$ cat src/rtl/cluster_load_ctrl.sv
// Load -> compute -> writeback sequencer for one GLB/router/PE cluster slice.
// Every output is registered from the next-state decode, so each output
// changes in the same cycle as the state it belongs to.
module cluster_load_ctrl #(
  parameter int unsigned DATA_WIDTH  = 16,
  parameter int unsigned ADDR_WIDTH  = 10,
  parameter int unsigned KERNEL_SIZE = 3,
  parameter int unsigned ACT_SIZE    = 5,
  parameter int unsigned X_DIM       = 3,
  parameter int unsigned NUM_ITER    = ACT_SIZE - KERNEL_SIZE + 1,
  parameter int unsigned W_BASE      = 0,
  parameter int unsigned A_BASE      = 0,
  parameter int unsigned PSUM_BASE   = 500,
  parameter int unsigned GAP_CYCLES  = 4
) (
  input  logic                          clk,
  input  logic                          reset,
  input  logic                          go,
  input  logic                          abort,
  output logic                          busy,
  output logic                          done,
  output logic                          read_req_wght,
  output logic [ADDR_WIDTH-1:0]         r_addr_wght,
  output logic                          read_req_iact,
  output logic [ADDR_WIDTH-1:0]         r_addr_iact,
  output logic [3:0]                    router_mode_wght,
  output logic [3:0]                    router_mode_iact,
  output logic                          west_enable_i_wght,
  output logic                          west_enable_i_iact,
  output logic                          load_en_wght,
  output logic                          load_en_act,
  output logic                          pe_start,
  input  logic                          pe_compute_done,
  input  logic [X_DIM*DATA_WIDTH-1:0]   pe_out,
  output logic                          write_en_psum,
  output logic [ADDR_WIDTH-1:0]         w_addr_psum,
  output logic [DATA_WIDTH-1:0]         w_data_psum,
  output logic [31:0]                   cycles
);

  localparam int unsigned KK      = KERNEL_SIZE * KERNEL_SIZE;
  localparam int unsigned AA      = ACT_SIZE * ACT_SIZE;
  localparam int unsigned MAX_KA  = (KK > AA) ? KK : AA;
  localparam int unsigned MAX_XG  = (X_DIM > GAP_CYCLES) ? X_DIM : GAP_CYCLES;
  localparam int unsigned MAX_CNT = (MAX_KA > MAX_XG) ? MAX_KA : MAX_XG;
  localparam int unsigned CNT_W   = $clog2(MAX_CNT + 1);
  localparam int unsigned ITER_W  = (NUM_ITER > 1) ? $clog2(NUM_ITER) : 1;
  localparam int unsigned COL_W   = (X_DIM > 1) ? $clog2(X_DIM) : 1;
  localparam int unsigned PE_W    = X_DIM * DATA_WIDTH;
  localparam logic [3:0]  MODE_WEST = 4'd3;

  typedef enum logic [3:0] {
    S_IDLE, S_W_PRIME, S_W_STREAM, S_A_PRIME, S_A_STREAM,
    S_START, S_WAIT, S_DRAIN, S_GAP, S_DONE
  } state_t;

  state_t              state, state_n;
  logic [CNT_W-1:0]    idx, idx_n;
  logic [ITER_W-1:0]   iter, iter_n;
  logic                compute_done_q;
  logic [PE_W-1:0]     psum_buf;
  logic [PE_W-1:0]     buf_n_c;
  logic                done_edge_c;
  logic [DATA_WIDTH-1:0] drain_cols [X_DIM];

  logic                  busy_d, done_d, rrw_d, rri_d, west_w_d, west_a_d;
  logic                  load_w_d, load_a_d, pe_start_d, we_d;
  logic [3:0]            mode_w_d, mode_a_d;
  logic [ADDR_WIDTH-1:0] raw_d, rai_d, waddr_d;
  logic [DATA_WIDTH-1:0] wdata_d;

  // Rising edge of pe_compute_done; only ever consulted in WAIT, which is entered from START
  assign done_edge_c = pe_compute_done & ~compute_done_q;
  assign buf_n_c     = (state == S_WAIT && done_edge_c) ? pe_out : psum_buf;

  // Drain order is highest column first
  for (genvar j = 0; j < X_DIM; j++) begin : g_cols
    assign drain_cols[j] = buf_n_c[(X_DIM-1-j)*DATA_WIDTH +: DATA_WIDTH];
  end

  // Next-state / counters, then output decode from the next state
  always_comb begin
    state_n    = state;
    idx_n      = idx;
    iter_n     = iter;
    busy_d     = 1'b0;
    done_d     = 1'b0;
    rrw_d      = 1'b0;
    rri_d      = 1'b0;
    raw_d      = '0;
    rai_d      = '0;
    mode_w_d   = '0;
    mode_a_d   = '0;
    west_w_d   = 1'b0;
    west_a_d   = 1'b0;
    load_w_d   = 1'b0;
    load_a_d   = 1'b0;
    pe_start_d = 1'b0;
    we_d       = 1'b0;
    waddr_d    = '0;
    wdata_d    = '0;

    if (abort && state != S_IDLE) begin
      state_n = S_IDLE;
      idx_n   = '0;
    end else begin
      unique case (state)
        S_IDLE: if (go) begin
          state_n = S_W_PRIME;
          idx_n   = '0;
          iter_n  = '0;
        end
        S_W_PRIME: begin state_n = S_W_STREAM; idx_n = '0; end
        S_W_STREAM: begin
          if (32'(idx) == KK - 1) begin state_n = S_A_PRIME; idx_n = '0; end
          else idx_n = idx + CNT_W'(1);
        end
        S_A_PRIME: begin state_n = S_A_STREAM; idx_n = '0; end
        S_A_STREAM: begin
          if (32'(idx) == AA - 1) begin state_n = S_START; idx_n = '0; end
          else idx_n = idx + CNT_W'(1);
        end
        S_START: state_n = S_WAIT;
        S_WAIT: if (done_edge_c) begin state_n = S_DRAIN; idx_n = '0; end
        S_DRAIN: begin
          if (32'(idx) == X_DIM - 1) begin
            idx_n = '0;
            if (32'(iter) < NUM_ITER - 1) begin
              iter_n  = iter + ITER_W'(1);
              state_n = S_GAP;
            end else begin
              state_n = S_DONE;
            end
          end else begin
            idx_n = idx + CNT_W'(1);
          end
        end
        S_GAP: begin
          if (32'(idx) == GAP_CYCLES - 1) begin state_n = S_START; idx_n = '0; end
          else idx_n = idx + CNT_W'(1);
        end
        S_DONE: state_n = S_IDLE;
        default: state_n = S_IDLE;
      endcase
    end

    busy_d = (state_n != S_IDLE);
    unique case (state_n)
      S_W_PRIME: begin rrw_d = 1'b1; raw_d = ADDR_WIDTH'(W_BASE); end
      S_W_STREAM: begin
        mode_w_d = MODE_WEST;
        west_w_d = 1'b1;
        load_w_d = (idx_n == '0);
        rrw_d    = (32'(idx_n) != KK - 1);
        raw_d    = ADDR_WIDTH'(W_BASE + 32'(idx_n) + 32'd1);
      end
      S_A_PRIME: begin rri_d = 1'b1; rai_d = ADDR_WIDTH'(A_BASE); end
      S_A_STREAM: begin
        mode_a_d = MODE_WEST;
        west_a_d = 1'b1;
        load_a_d = (idx_n == '0);
        rri_d    = (32'(idx_n) != AA - 1);
        rai_d    = ADDR_WIDTH'(A_BASE + 32'(idx_n) + 32'd1);
      end
      S_START: pe_start_d = 1'b1;
      S_DRAIN: begin
        we_d    = 1'b1;
        waddr_d = ADDR_WIDTH'(PSUM_BASE + 32'(iter_n) * X_DIM + 32'(idx_n));
        wdata_d = drain_cols[COL_W'(idx_n)];
      end
      S_DONE: done_d = 1'b1;
      default: ;
    endcase
  end

  // State, counters, capture buffer and registered outputs
  always_ff @(posedge clk or negedge reset) begin
    if (!reset) begin
      state              <= S_IDLE;
      idx                <= '0;
      iter               <= '0;
      compute_done_q     <= 1'b0;
      psum_buf           <= '0;
      busy               <= 1'b0;
      done               <= 1'b0;
      read_req_wght      <= 1'b0;
      r_addr_wght        <= '0;
      read_req_iact      <= 1'b0;
      r_addr_iact        <= '0;
      router_mode_wght   <= '0;
      router_mode_iact   <= '0;
      west_enable_i_wght <= 1'b0;
      west_enable_i_iact <= 1'b0;
      load_en_wght       <= 1'b0;
      load_en_act        <= 1'b0;
      pe_start           <= 1'b0;
      write_en_psum      <= 1'b0;
      w_addr_psum        <= '0;
      w_data_psum        <= '0;
    end else begin
      state              <= state_n;
      idx                <= idx_n;
      iter               <= iter_n;
      compute_done_q     <= pe_compute_done;
      psum_buf           <= buf_n_c;
      busy               <= busy_d;
      done               <= done_d;
      read_req_wght      <= rrw_d;
      r_addr_wght        <= raw_d;
      read_req_iact      <= rri_d;
      r_addr_iact        <= rai_d;
      router_mode_wght   <= mode_w_d;
      router_mode_iact   <= mode_a_d;
      west_enable_i_wght <= west_w_d;
      west_enable_i_iact <= west_a_d;
      load_en_wght       <= load_w_d;
      load_en_act        <= load_a_d;
      pe_start           <= pe_start_d;
      write_en_psum      <= we_d;
      w_addr_psum        <= waddr_d;
      w_data_psum        <= wdata_d;
    end
  end

  // Busy-cycle counter: cleared on go, saturating, frozen by abort
  always_ff @(posedge clk or negedge reset) begin
    if (!reset) begin
      cycles <= '0;
    end else if (state == S_IDLE) begin
      if (go) cycles <= '0;
    end else if (!abort && cycles != 32'hFFFF_FFFF) begin
      cycles <= cycles + 32'd1;
    end
  end

endmodule

$ cat config.mk
export PLATFORM = sky130hd
export DESIGN_NAME = cluster_load_ctrl
export DESIGN_NICKNAME = d
export VERILOG_FILES = /design/src/rtl/cluster_load_ctrl.sv
export SDC_FILE = /design/constraint.sdc
export NUM_CORES = 1
export LEC_CHECK = 0
export ABC_AREA = 1
export CORE_UTILIZATION = 25
export DETAILED_ROUTE_END_ITERATION = 16
export GPL_ROUTABILITY_DRIVEN = 1
export MAX_ROUTING_LAYER = met4
export PLACE_DENSITY = 0.52
export SLEW_MARGIN = 20
export SYNTH_ARGS = -nofsm -noshare
export SYNTH_HDL_FRONTEND = slang
export SYNTH_SLANG_ARGS = --single-unit
$ cat constraint.sdc
create_clock -name clk -period 8.49 [get_ports clk]
set_input_delay 1.2735 -clock clk [delete_from_list [all_inputs] [get_ports clk]]
set_output_delay 1.2735 -clock clk [all_outputs]
set_load 0.01 [all_outputs]
==> results of run 1 <==
[final cells by class]
class                      count  area [µm²]
clock buffer                  20         437
clock inverter                12         163
fill                        3089       19300
inverter                     103         392
multi-input combinational    635        3260
sequential                   139        3480
tap                          384         480
timing repair buffer         137        1370
[metrics by stage]
| stage | hold WS, ns | total power, mW |
|---|---|---|
| final | 0.473 | 2.58 |
| after global routing | 0.485 | 2.76 |
| after CTS | 0.473 | 2.61 |
| after detailed placement | 0.457 | 1.83 |
| after global placement | 0.452 | 1.82 |
| after floorplan | 0.439 | 1.57 |
[cell families (layout without fill, tap and decap cells)]
logic type | after synthesis | after routing
xor gates and xnor gates | 33 | 33
buffers and inverters | 147 | 272
other | 1 | 12
and+or+nand+nor | 501 | 501
AOI/OAI and AO/OA | 71 | 71
DFF | 139 | 139
adders and majority gates | 18 | 18
[layer usage]
layer | vias to the layer above | wire (µm) | GRT usage, %
li1 | 3051 | - | -
met1 | 2849 | 9970 | 19.6
met2 | 192 | 9180 | 21.7
met3 | 20 | 970 | 3.00
met4 | 0 | 229 | 3.87
met5 | - | 0 | -
[critical path: stages]
cell             delay (ns)
clkdlybuf4s50_1        0.52
o21ai_0                0.40
nand3b_1               0.13
nand2_1                0.18
inv_1                  0.09
fa_1                   0.45
fa_1                   0.50
inv_1                  0.04
ha_1                   0.21
a21oi_1                0.15
nor2_1                 0.05
nor2_1                 0.15
ha_1                   0.26
nor2_1                 0.09
[synthesized netlist by cell type (7+ instances only)]
cell type,number,area [µm²]
a21oi_1,18,90.1
buf_2,11,55.1
buf_4,19,143
buf_6,7,78.8
dfrtp_1,139,3480
ha_1,15,188
inv_1,88,330
inv_2,13,48.8
nand2_1,256,961
nand2_2,8,50.1
nand3_1,52,260
nand4_1,11,68.8
nor2_1,94,353
nor2_4,7,78.8
nor3_1,18,90.1
o21ai_0,34,170
o21ai_1,16,80.1
or2_2,33,206
xnor2_1,11,96.3
xor2_1,22,193
[registers in the layout, summed over array words and instances, names as in the netlist, 4 cells and up]
register and count:
state 4, idx 5, r_addr_wght 6, psum_buf 48, w_data_psum 16, cycles 32
w_addr_psum 9, r_addr_iact 6
[power by group through the flow]
stage	Combinational (mW)	Sequential, mW	Clock, mW
5_1_grt	1.07	0.876	0.816
2_1_floorplan	0.700	0.869	0
3_5_place_dp	0.960	0.873	0
6_report	0.941	0.862	0.773
3_3_place_gp	0.954	0.869	0
4_1_cts	0.963	0.863	0.788
[path summary, 6_finish.rpt]
kind / cells after the start / end / start
worst min-delay path: 2 / psum_buf[6] / psum_buf[6]
max in group asynchronous: 2 / cycles[18] / reset
worst max-delay path: 14 / w_addr_psum[5] / abort
worst max register to register: 17 / w_addr_psum[5] / state[1]
min in group asynchronous: 1 / cycles[12] / reset
worst min register to register: 2 / psum_buf[6] / psum_buf[6]
==> impl_metrics.json, run 1 <==
{
  "cts_hold_buf": 0,
  "dp.cells": 1398,
  "final_cells": 1430,
  "first_pass_iters": 5,
  "viasPerCell": 4.27,
  "place_area_mm2": 0.00898,
  "stdcell_area_mm2": 0.00958,
  "setup_viol_count_final": 0,
  "rsz0062_at_grt": "no",
  "synth_cell_types": 39,
  "cts_setup_buffers": 0,
  "ys_async_sr_fraction_pct": 100,
  "pwr-share-seq_pct": 33.5,
  "synth_mux_area_share_pct": 0,
  "synth_compound_area_share_pct": 5.03,
  "irDropWorstVdd_v": 0.000128,
  "crit_path_end_kind": "flip-flop",
  "ys_warn_count": 0,
  "synthCells": 910,
  "vias": 6112,
  "insertion_delay_ns": 0.43,
  "yosys_register_bits": 139,
  "grt_pass1_wl_um": 32700,
  "p_per_area_mw_per_mm2": 269,
  "crit_arrival_ns": 4.47,
  "setup_tns_ns": 0,
  "cts_sinks": 139,
  "io_buffers": 136,
  "fin_crit_ns": 4.12,
  "fp-row-count": 62,
  "max-slew-margin-rel_pct": 33.8,
  "htreeDepth": 4,
  "synth_top_family_by_area": "simple AND/OR/NAND/NOR gates",
  "tightest_slew_ns": 0.991,
  "core_area_mm2": 0.0289,
  "cts.path.max_buffers": 2,
  "start_kind": "primary input",
  "synth.avg_cell_area_um2": 8.12,
  "die_h_um": 174,
  "grt_pass1_vias": 6011,
  "numCtsBuffers": 17,
  "antenna_cells": 0,
  "setup_slack_ns": 4.37,
  "switchingPower_mw": 0.978,
  "critPathKind": "primary input to flip-flop",
  "drt_iter0_drc": 382,
  "route.final.wire_length_um": 20400,
  "grt_usage_pct": 14.4,
  "grt_max_degree": 72,
  "layout.cells.most_common_list": "256 x nand2_1, 139 x dfrtp_1, 135 x clkdlybuf4s50_1",
  "synth_seq_area_share_pct": 47.1,
  "detail-route-antenna-nets": 0,
  "fin_util_pct": 33.2,
  "avgRoutedWirePerCell_um": 14.2,
  "required_ns": 8.84,
  "io-pin-count": 149,
  "synth-main-ff-cell": "dfrtp_1",
  "status": "finished, final reports clean",
  "layout_commonest_cell": "nand2_1",
  "path_max_fanout": 4,
  "antenna_found_initial": 0,
  "power_frac_comb_pct": 36.6,
  "clk_pin_slew_ns": 0.06,
  "timing.fmax_mhz": 243,
  "cts_tree": "built",
  "die_x_um": 174,
  "slew_violations": 0,
  "synth_area_mm2": 0.00739,
  "fin_nets": 1104,
  "areaGrowthSynthToFinish_pct": 29.6,
  "p_clk_share_pct": 30.0,
  "reg2reg_slack_ns": 4.72,
  "root_buffer": "clkbuf_16",
  "drv_cap": 0,
  "power.leakage_nw": 4.62,
  "gr-total-overflow": 0,
  "synthAdderAreaFrac_pct": 3.35,
  "finalClockSkew_ns": 0.0191,
  "worstHoldPathType": "flip-flop to flip-flop",
  "switching_share_pct": 38.0,
  "finalCritPeriodShare_pct": 48.5,
  "p_int_mw": 1.60,
  "cts_resized": 0,
  "place.gp.congestion": 0.892,
  "die-area_mm2": 0.0303,
  "drive_above_1_share_pct": 10.6,
  "synth_edf_count": 0,
  "drc": 0,
  "synth-xor-area-share_pct": 3.91,
  "dp_hpwl_um": 14600,
  "post-place-ws_ns": 3.94,
  "start_util_pct": 25.6,
  "synthSimpleGateAreaFrac_pct": 31.2,
  "hold_viol": 0
}
Note: power is estimated with default switching activity, not from simulation.
==> run 2: changes to the inputs <==
--- a/config.mk
+++ b/config.mk
@@ -10,7 +10,7 @@
 export DETAILED_ROUTE_END_ITERATION = 16
 export GPL_ROUTABILITY_DRIVEN = 1
 export MAX_ROUTING_LAYER = met4
-export PLACE_DENSITY = 0.52
+export PLACE_DENSITY = 0.53
 export SLEW_MARGIN = 20
 export SYNTH_ARGS = -nofsm -noshare
 export SYNTH_HDL_FRONTEND = slang
==> constraint.sdc (replaced) <==
create_clock -name clk -period 3.4 [get_ports clk]
set_input_delay 0.51 -clock clk [delete_from_list [all_inputs] [get_ports clk]]
set_output_delay 0.51 -clock clk [all_outputs]
set_load 0.01 [all_outputs]
==> run 2 against run 1 <==
Compared with the run above:
- non-clock buffer count grew 22
- critical path depth grew 3
- setup slack lost 4.1 ns
- critical path type is now flip-flop to flip-flop
- largest cell class unchanged
- highest routed layer unchanged
==> impl_metrics.json, run 2 (synthesized netlist as in run 1, its figures left out) <==
{
  "crit_start": "idx[1]",
  "switchingPower_mw": 2.51,
  "gr-total-overflow": 0,
  "fillerInstances": 3054,
  "core_area_mm2": 0.0289,
  "largest_register_ffs": 48,
  "crit_path_end_kind": "flip-flop",
  "io_buffers": 136,
  "first_pass_iters": 4,
  "slew_violations": 0,
  "start_util_pct": 25.6,
  "die-area_mm2": 0.0303,
  "die_h_um": 174,
  "routed.top_layer": "met4",
  "cts.path.max_buffers": 2,
  "start_kind": "flip-flop",
  "setup_viol_count_final": 0,
  "power_frac_comb_pct": 38.8,
  "timing.fmax_mhz": 321,
  "status": "finished, final reports clean",
  "stdcell_area_mm2": 0.00975,
  "areaGrowthSynthToFinish_pct": 31.8,
  "layout.cells.most_common_list": "255 x nand2_1, 139 x dfrtp_1, 135 x clkdlybuf4s50_1",
  "max_stage_delay_ns": 0.48,
  "worstHoldPathType": "primary input to asynchronous set/reset pin",
  "vias": 6143,
  "cts_tree": "built",
  "grt_pass1_vias": 6126,
  "grt_pass1_wl_um": 32900,
  "hold_viol": 0,
  "hold_ws_ns": 0.118,
  "grt_max_degree": 76,
  "finalClockSkew_ns": 0.0157,
  "viasPerCell": 4.23,
  "htreeDepth": 4,
  "cp_num_buf_inv": 2,
  "route.met3.wl_um": 1280,
  "drc": 0,
  "path_max_fanout": 4,
  "fp-row-count": 62,
  "cp_cell_sequence": "inv_1 > ha_1 > nand4_1 > nand2_1 > nand2_1 > nor2_4 > nor2_4 > o21ai_4 > fa_2 > fa_1 > inv_1 > ha_1 > a21oi_1 > nor2_1 > nor2_1 > ha_1 > nor2_1",
  "p_clk_share_pct": 27.7,
  "p_int_mw": 3.88,
  "fin_nets": 1126,
  "route.final.wire_length_um": 20000,
  "antenna_found_initial": 1,
  "place.gp.congestion": 0.866,
  "p_per_area_mw_per_mm2": 656,
  "drv_cap": 0,
  "power.leakage_nw": 4.73,
  "reg2reg_slack_ns": 0.29,
  "numCtsBuffers": 17,
  "tightest_slew_ns": 0.759,
  "m1WireLength_um": 9040,
  "r2r_cells": 17,
  "cts_sinks": 139,
  "rsz0062_at_grt": "no",
  "irDropWorstVdd_v": 0.000376,
  "switching_share_pct": 39.3,
  "critPathKind": "flip-flop to flip-flop",
  "detail-route-antenna-nets": 0,
  "insertion_delay_ns": 0.43,
  "slowest_stage": "fa_1",
  "max-slew-margin-rel_pct": 49.4,
  "reg2reg_to": "w_addr_psum[5]",
  "timing.rr.start": "idx[1]",
  "avgRoutedWirePerCell_um": 13.8,
  "reg_top3": "psum_buf (48), cycles (32), w_data_psum (16)",
  "critical_path.top_delay_family": "adder cells",
  "required_ns": 3.75,
  "layout_commonest_cell": "nand2_1",
  "io-pin-count": 149,
  "dr_wl_met2_um": 9480,
  "root_buffer": "clkbuf_16",
  "place_area_mm2": 0.00916,
  "dp_hpwl_um": 14500,
  "die_x_um": 174,
  "cts_hold_buf": 0,
  "clk_pin_slew_ns": 0.06,
  "largest_register": "psum_buf",
  "crit_arrival_ns": 3.46,
  "fin_crit_ns": 3.11,
  "grt_usage_pct": 14.3,
  "drt_iter0_drc": 412,
  "pwr-share-seq_pct": 33.6,
  "drive_above_1_share_pct": 13.1,
  "finalCritPeriodShare_pct": 91.6
}
run 2: changes by cell type in the layout (fill, tap and decap cells not counted), moves of 2 or more:
| cell | delta |
|---|---|
| clkbuf_1 | -2 |
| buf_4 | +20 |
| clkinv_4 | +4 |
| bufinv_16 | -3 |
| inv_8 | +4 |
| buf_12 | +2 |
run 2: final cells by class:
class	count	area (µm²)	area share [%]
multi-input cells	635	3270	33.6
flip-flops and latches	139	3480	35.7
diodes	1	2.50	0.0257
clock buffers	18	429	4.40
well taps	384	480	4.93
clock inverters	14	131	1.35
inverters	103	392	4.02
repair buffers	159	1560	16.0
run 2: per-layer routing:
metal | vias to the layer above | global-route usage, %
met5 | - | -
met4 | 0 | 3.47
met3 | 17 | 3.83
met2 | 157 | 22.6
met1 | 2868 | 18.2
li1 | 3101 | -
run 2: power groups by stage:
| stage | sequential, mW | clock (mW) | combinational [mW] |
|---|---|---|---|
| 5_1_grt | 2.19 | 1.90 | 2.79 |
| 2_1_floorplan | 2.17 | 0 | 1.75 |
| 4_1_cts | 2.15 | 1.83 | 2.52 |
| 6_report | 2.15 | 1.77 | 2.48 |
| 3_3_place_gp | 2.17 | 0 | 2.48 |
| 3_5_place_dp | 2.18 | 0 | 2.50 |
run 2: metrics by stage:
step | cells | util (%) | total power [mW] | setup TNS [ns] | worst slack (ns)
final | 1453 | 33.8 | 6.39 | 0 | 0.285
after global placement | 1419 | 31.8 | 4.65 | -0.739 | -0.199
after floorplan | 921 | - | 3.92 | 0 | 0.253
after global routing | 1453 | 33.8 | 6.89 | 0 | 0.0539
after CTS | 1451 | 33.7 | 6.50 | 0 | 0.122
after detailed placement | 1419 | 31.8 | 4.68 | -0.951 | -0.220
run 2: worst max-delay path by stage:
| stage | endpoint | cells after the start |
|---|---|---|
| floorplan | w_addr_psum[4] | 15 |
| global placement | w_addr_psum[5] | 14 |
| detailed placement | w_addr_psum[8] | 11 |
| CTS | w_addr_psum[8] | 14 |
| global route | w_addr_psum[5] | 17 |
| finish | w_addr_psum[5] | 17 |
run 2: worst reg2reg max path: stages (launching register included):
cell	delay, ns
dfrtp_1	0.38
inv_1	0.10
ha_1	0.21
nand4_1	0.11
nand2_1	0.08
nand2_1	0.15
nor2_4	0.06
nor2_4	0.14
o21ai_4	0.07
fa_2	0.34
fa_1	0.48
inv_1	0.04
ha_1	0.21
a21oi_1	0.15
nor2_1	0.05
nor2_1	0.13
ha_1	0.24
nor2_1	0.10
run 2: timing repair:
action / in CTS / in global routing
gates resized for setup: 0 / 6
endpoints found under the setup margin: 0 / 3
buffers inserted: 0 / 1
==> run 3: changes to the inputs <==
--- a/config.mk
+++ b/config.mk
@@ -7,10 +7,11 @@
 export LEC_CHECK = 0
 export ABC_AREA = 1
 export CORE_UTILIZATION = 25
+export CTS_CLUSTER_DIAMETER = 60
 export DETAILED_ROUTE_END_ITERATION = 16
 export GPL_ROUTABILITY_DRIVEN = 1
 export MAX_ROUTING_LAYER = met4
-export PLACE_DENSITY = 0.53
+export PLACE_DENSITY = 0.43
 export SLEW_MARGIN = 20
 export SYNTH_ARGS = -nofsm -noshare
 export SYNTH_HDL_FRONTEND = slang
==> run 3 against run 2 <==
Compared with the run above:
- final cell count increased by 0.14%
- combinational power rose by 2%
- via count decreased by 0.36%
- maximum frequency down 1.8%
- sequential share of layout area fell by 0.25 points
- critical endpoint unchanged
==> impl_metrics.json, run 3 (synthesized netlist as in run 1, its figures left out) <==
{
  "status": "finished, final reports clean",
  "required_ns": 3.74,
  "htreeDepth": 4,
  "fp-row-count": 62,
  "detail-route-antenna-nets": 0,
  "final_cells": 1455,
  "layout_commonest_cell": "nand2_1",
  "grt_usage_pct": 15.3,
  "path_max_fanout": 4,
  "grt_pass1_vias": 6229,
  "p_per_area_mw_per_mm2": 672,
  "fin_nets": 1127,
  "drv_cap": 0,
  "dp_hpwl_um": 15500,
  "fin_crit_ns": 3.17,
  "dp.cells": 1418,
  "first_pass_iters": 4,
  "crit_path_end_kind": "flip-flop",
  "drive_above_1_share_pct": 13.7,
  "grt_pass1_wl_um": 34700,
  "cp_cell_sequence": "inv_2 > ha_1 > nand4_1 > nand2_1 > nand2_2 > nor2_4 > nor2_4 > o21ai_4 > fa_1 > fa_1 > inv_1 > ha_1 > a21oi_1 > nor2_1 > nor2_1 > ha_1 > nor2_1",
  "areaGrowthSynthToFinish_pct": 32.8,
  "hold_viol": 0,
  "timing.fmax_mhz": 315,
  "crit_start": "idx[0]",
  "finalCritPeriodShare_pct": 93.3,
  "max_stage_delay_ns": 0.48,
  "drc": 0,
  "numCtsBuffers": 17,
  "start_util_pct": 25.6,
  "root_buffer": "clkbuf_16",
  "drt_iter0_drc": 321,
  "grt_max_degree": 67,
  "cts_sinks": 139,
  "layout.cells.most_common_list": "254 x nand2_1, 139 x dfrtp_1, 135 x clkdlybuf4s50_1",
  "critPathKind": "flip-flop to flip-flop",
  "gr-total-overflow": 0,
  "largest_register": "psum_buf",
  "timing.rr.start": "idx[0]",
  "reg_top3": "psum_buf (48), cycles (32), w_data_psum (16)",
  "clk_pin_slew_ns": 0.06,
  "route.final.wire_length_um": 21500,
  "insertion_delay_ns": 0.43,
  "core_area_mm2": 0.0289,
  "critical_path.top_delay_family": "adder cells",
  "io-pin-count": 149,
  "fillerInstances": 3082,
  "cts.path.max_buffers": 2,
  "tightest_slew_ns": 0.552,
  "io_buffers": 136,
  "finalClockSkew_ns": 0.0138,
  "cts_tree": "built",
  "die-area_mm2": 0.0303,
  "cts_hold_buf": 0,
  "post-place-ws_ns": -0.0884,
  "place.gp.congestion": 0.809,
  "power.leakage_nw": 4.74,
  "viasPerCell": 4.21,
  "start_kind": "flip-flop",
  "setup_viol_count_final": 0,
  "vias": 6121,
  "irDropWorstVdd_v": 0.000316,
  "worstHoldPathType": "primary input to asynchronous set/reset pin",
  "largest_register_ffs": 48,
  "avgRoutedWirePerCell_um": 14.8,
  "slowest_stage": "fa_1",
  "antenna_found_initial": 2,
  "max-slew-margin-rel_pct": 62.9,
  "die_h_um": 174,
  "die_x_um": 174,
  "crit_arrival_ns": 3.52,
  "slew_violations": 0,
  "cp_num_buf_inv": 2,
  "setup_slack_ns": 0.228
}
run 3: area by class of cell:
class | count | area [µm²] | area share (%)
Multi-Input combinational cell | 635 | 3300 | 33.7
Tap cell | 384 | 480 | 4.89
Timing Repair Buffer | 160 | 1560 | 15.8
Inverter | 103 | 392 | 3.99
Clock inverter | 14 | 161 | 1.64
Antenna cell | 2 | 5.00 | 0.0510
Sequential cell | 139 | 3480 | 35.4
Clock buffer | 18 | 439 | 4.47
run 3: routing by layer:
layer	global-route usage, %	share of wire (%)
met1	19.4	48
met2	23.7	45
met5	-	0
met4	3.80	0.86
met3	4.44	6.0
run 3: timing repair:
action,4_1_cts,5_1_grt
endpoints found under the setup margin,0,6
resized for setup,0,14
setup buffers,0,3
run 3: report_power, final:
part	total, mW	internal, mW	switching (mW)
registers	2.14	2.00	0.139
logic	2.52	0.927	1.60
clock network	1.93	1.12	0.816
run 3: per-stage QoR:
stage                     setup TNS [ns]  cell area, µm²  power (mW)  utilization [%]  hold WS [ns]
after CTS                              0            9740        6.67             33.8        0.0255
after detailed placement          -0.183            9140        4.70             31.7         0.455
final                                  0            9820        6.59             34.0        0.0170
after floorplan                        0            7430        3.92                -         0.214
after global routing            -0.00744            9820        7.09             34.0        0.0506
after global placement           -0.0883            9140        4.69             31.7         0.454
run 3: worst paths after layout:
check	cells after the start	end	slack (ns)
max	17	w_addr_psum[5]	0.23
min	1	busy	0.02
max reg2reg	17	w_addr_psum[5]	0.23
min reg2reg	2	psum_buf[0]	0.47
max in group asynchronous	2	psum_buf[39]	2.61
min in group clk	2	psum_buf[0]	0.47
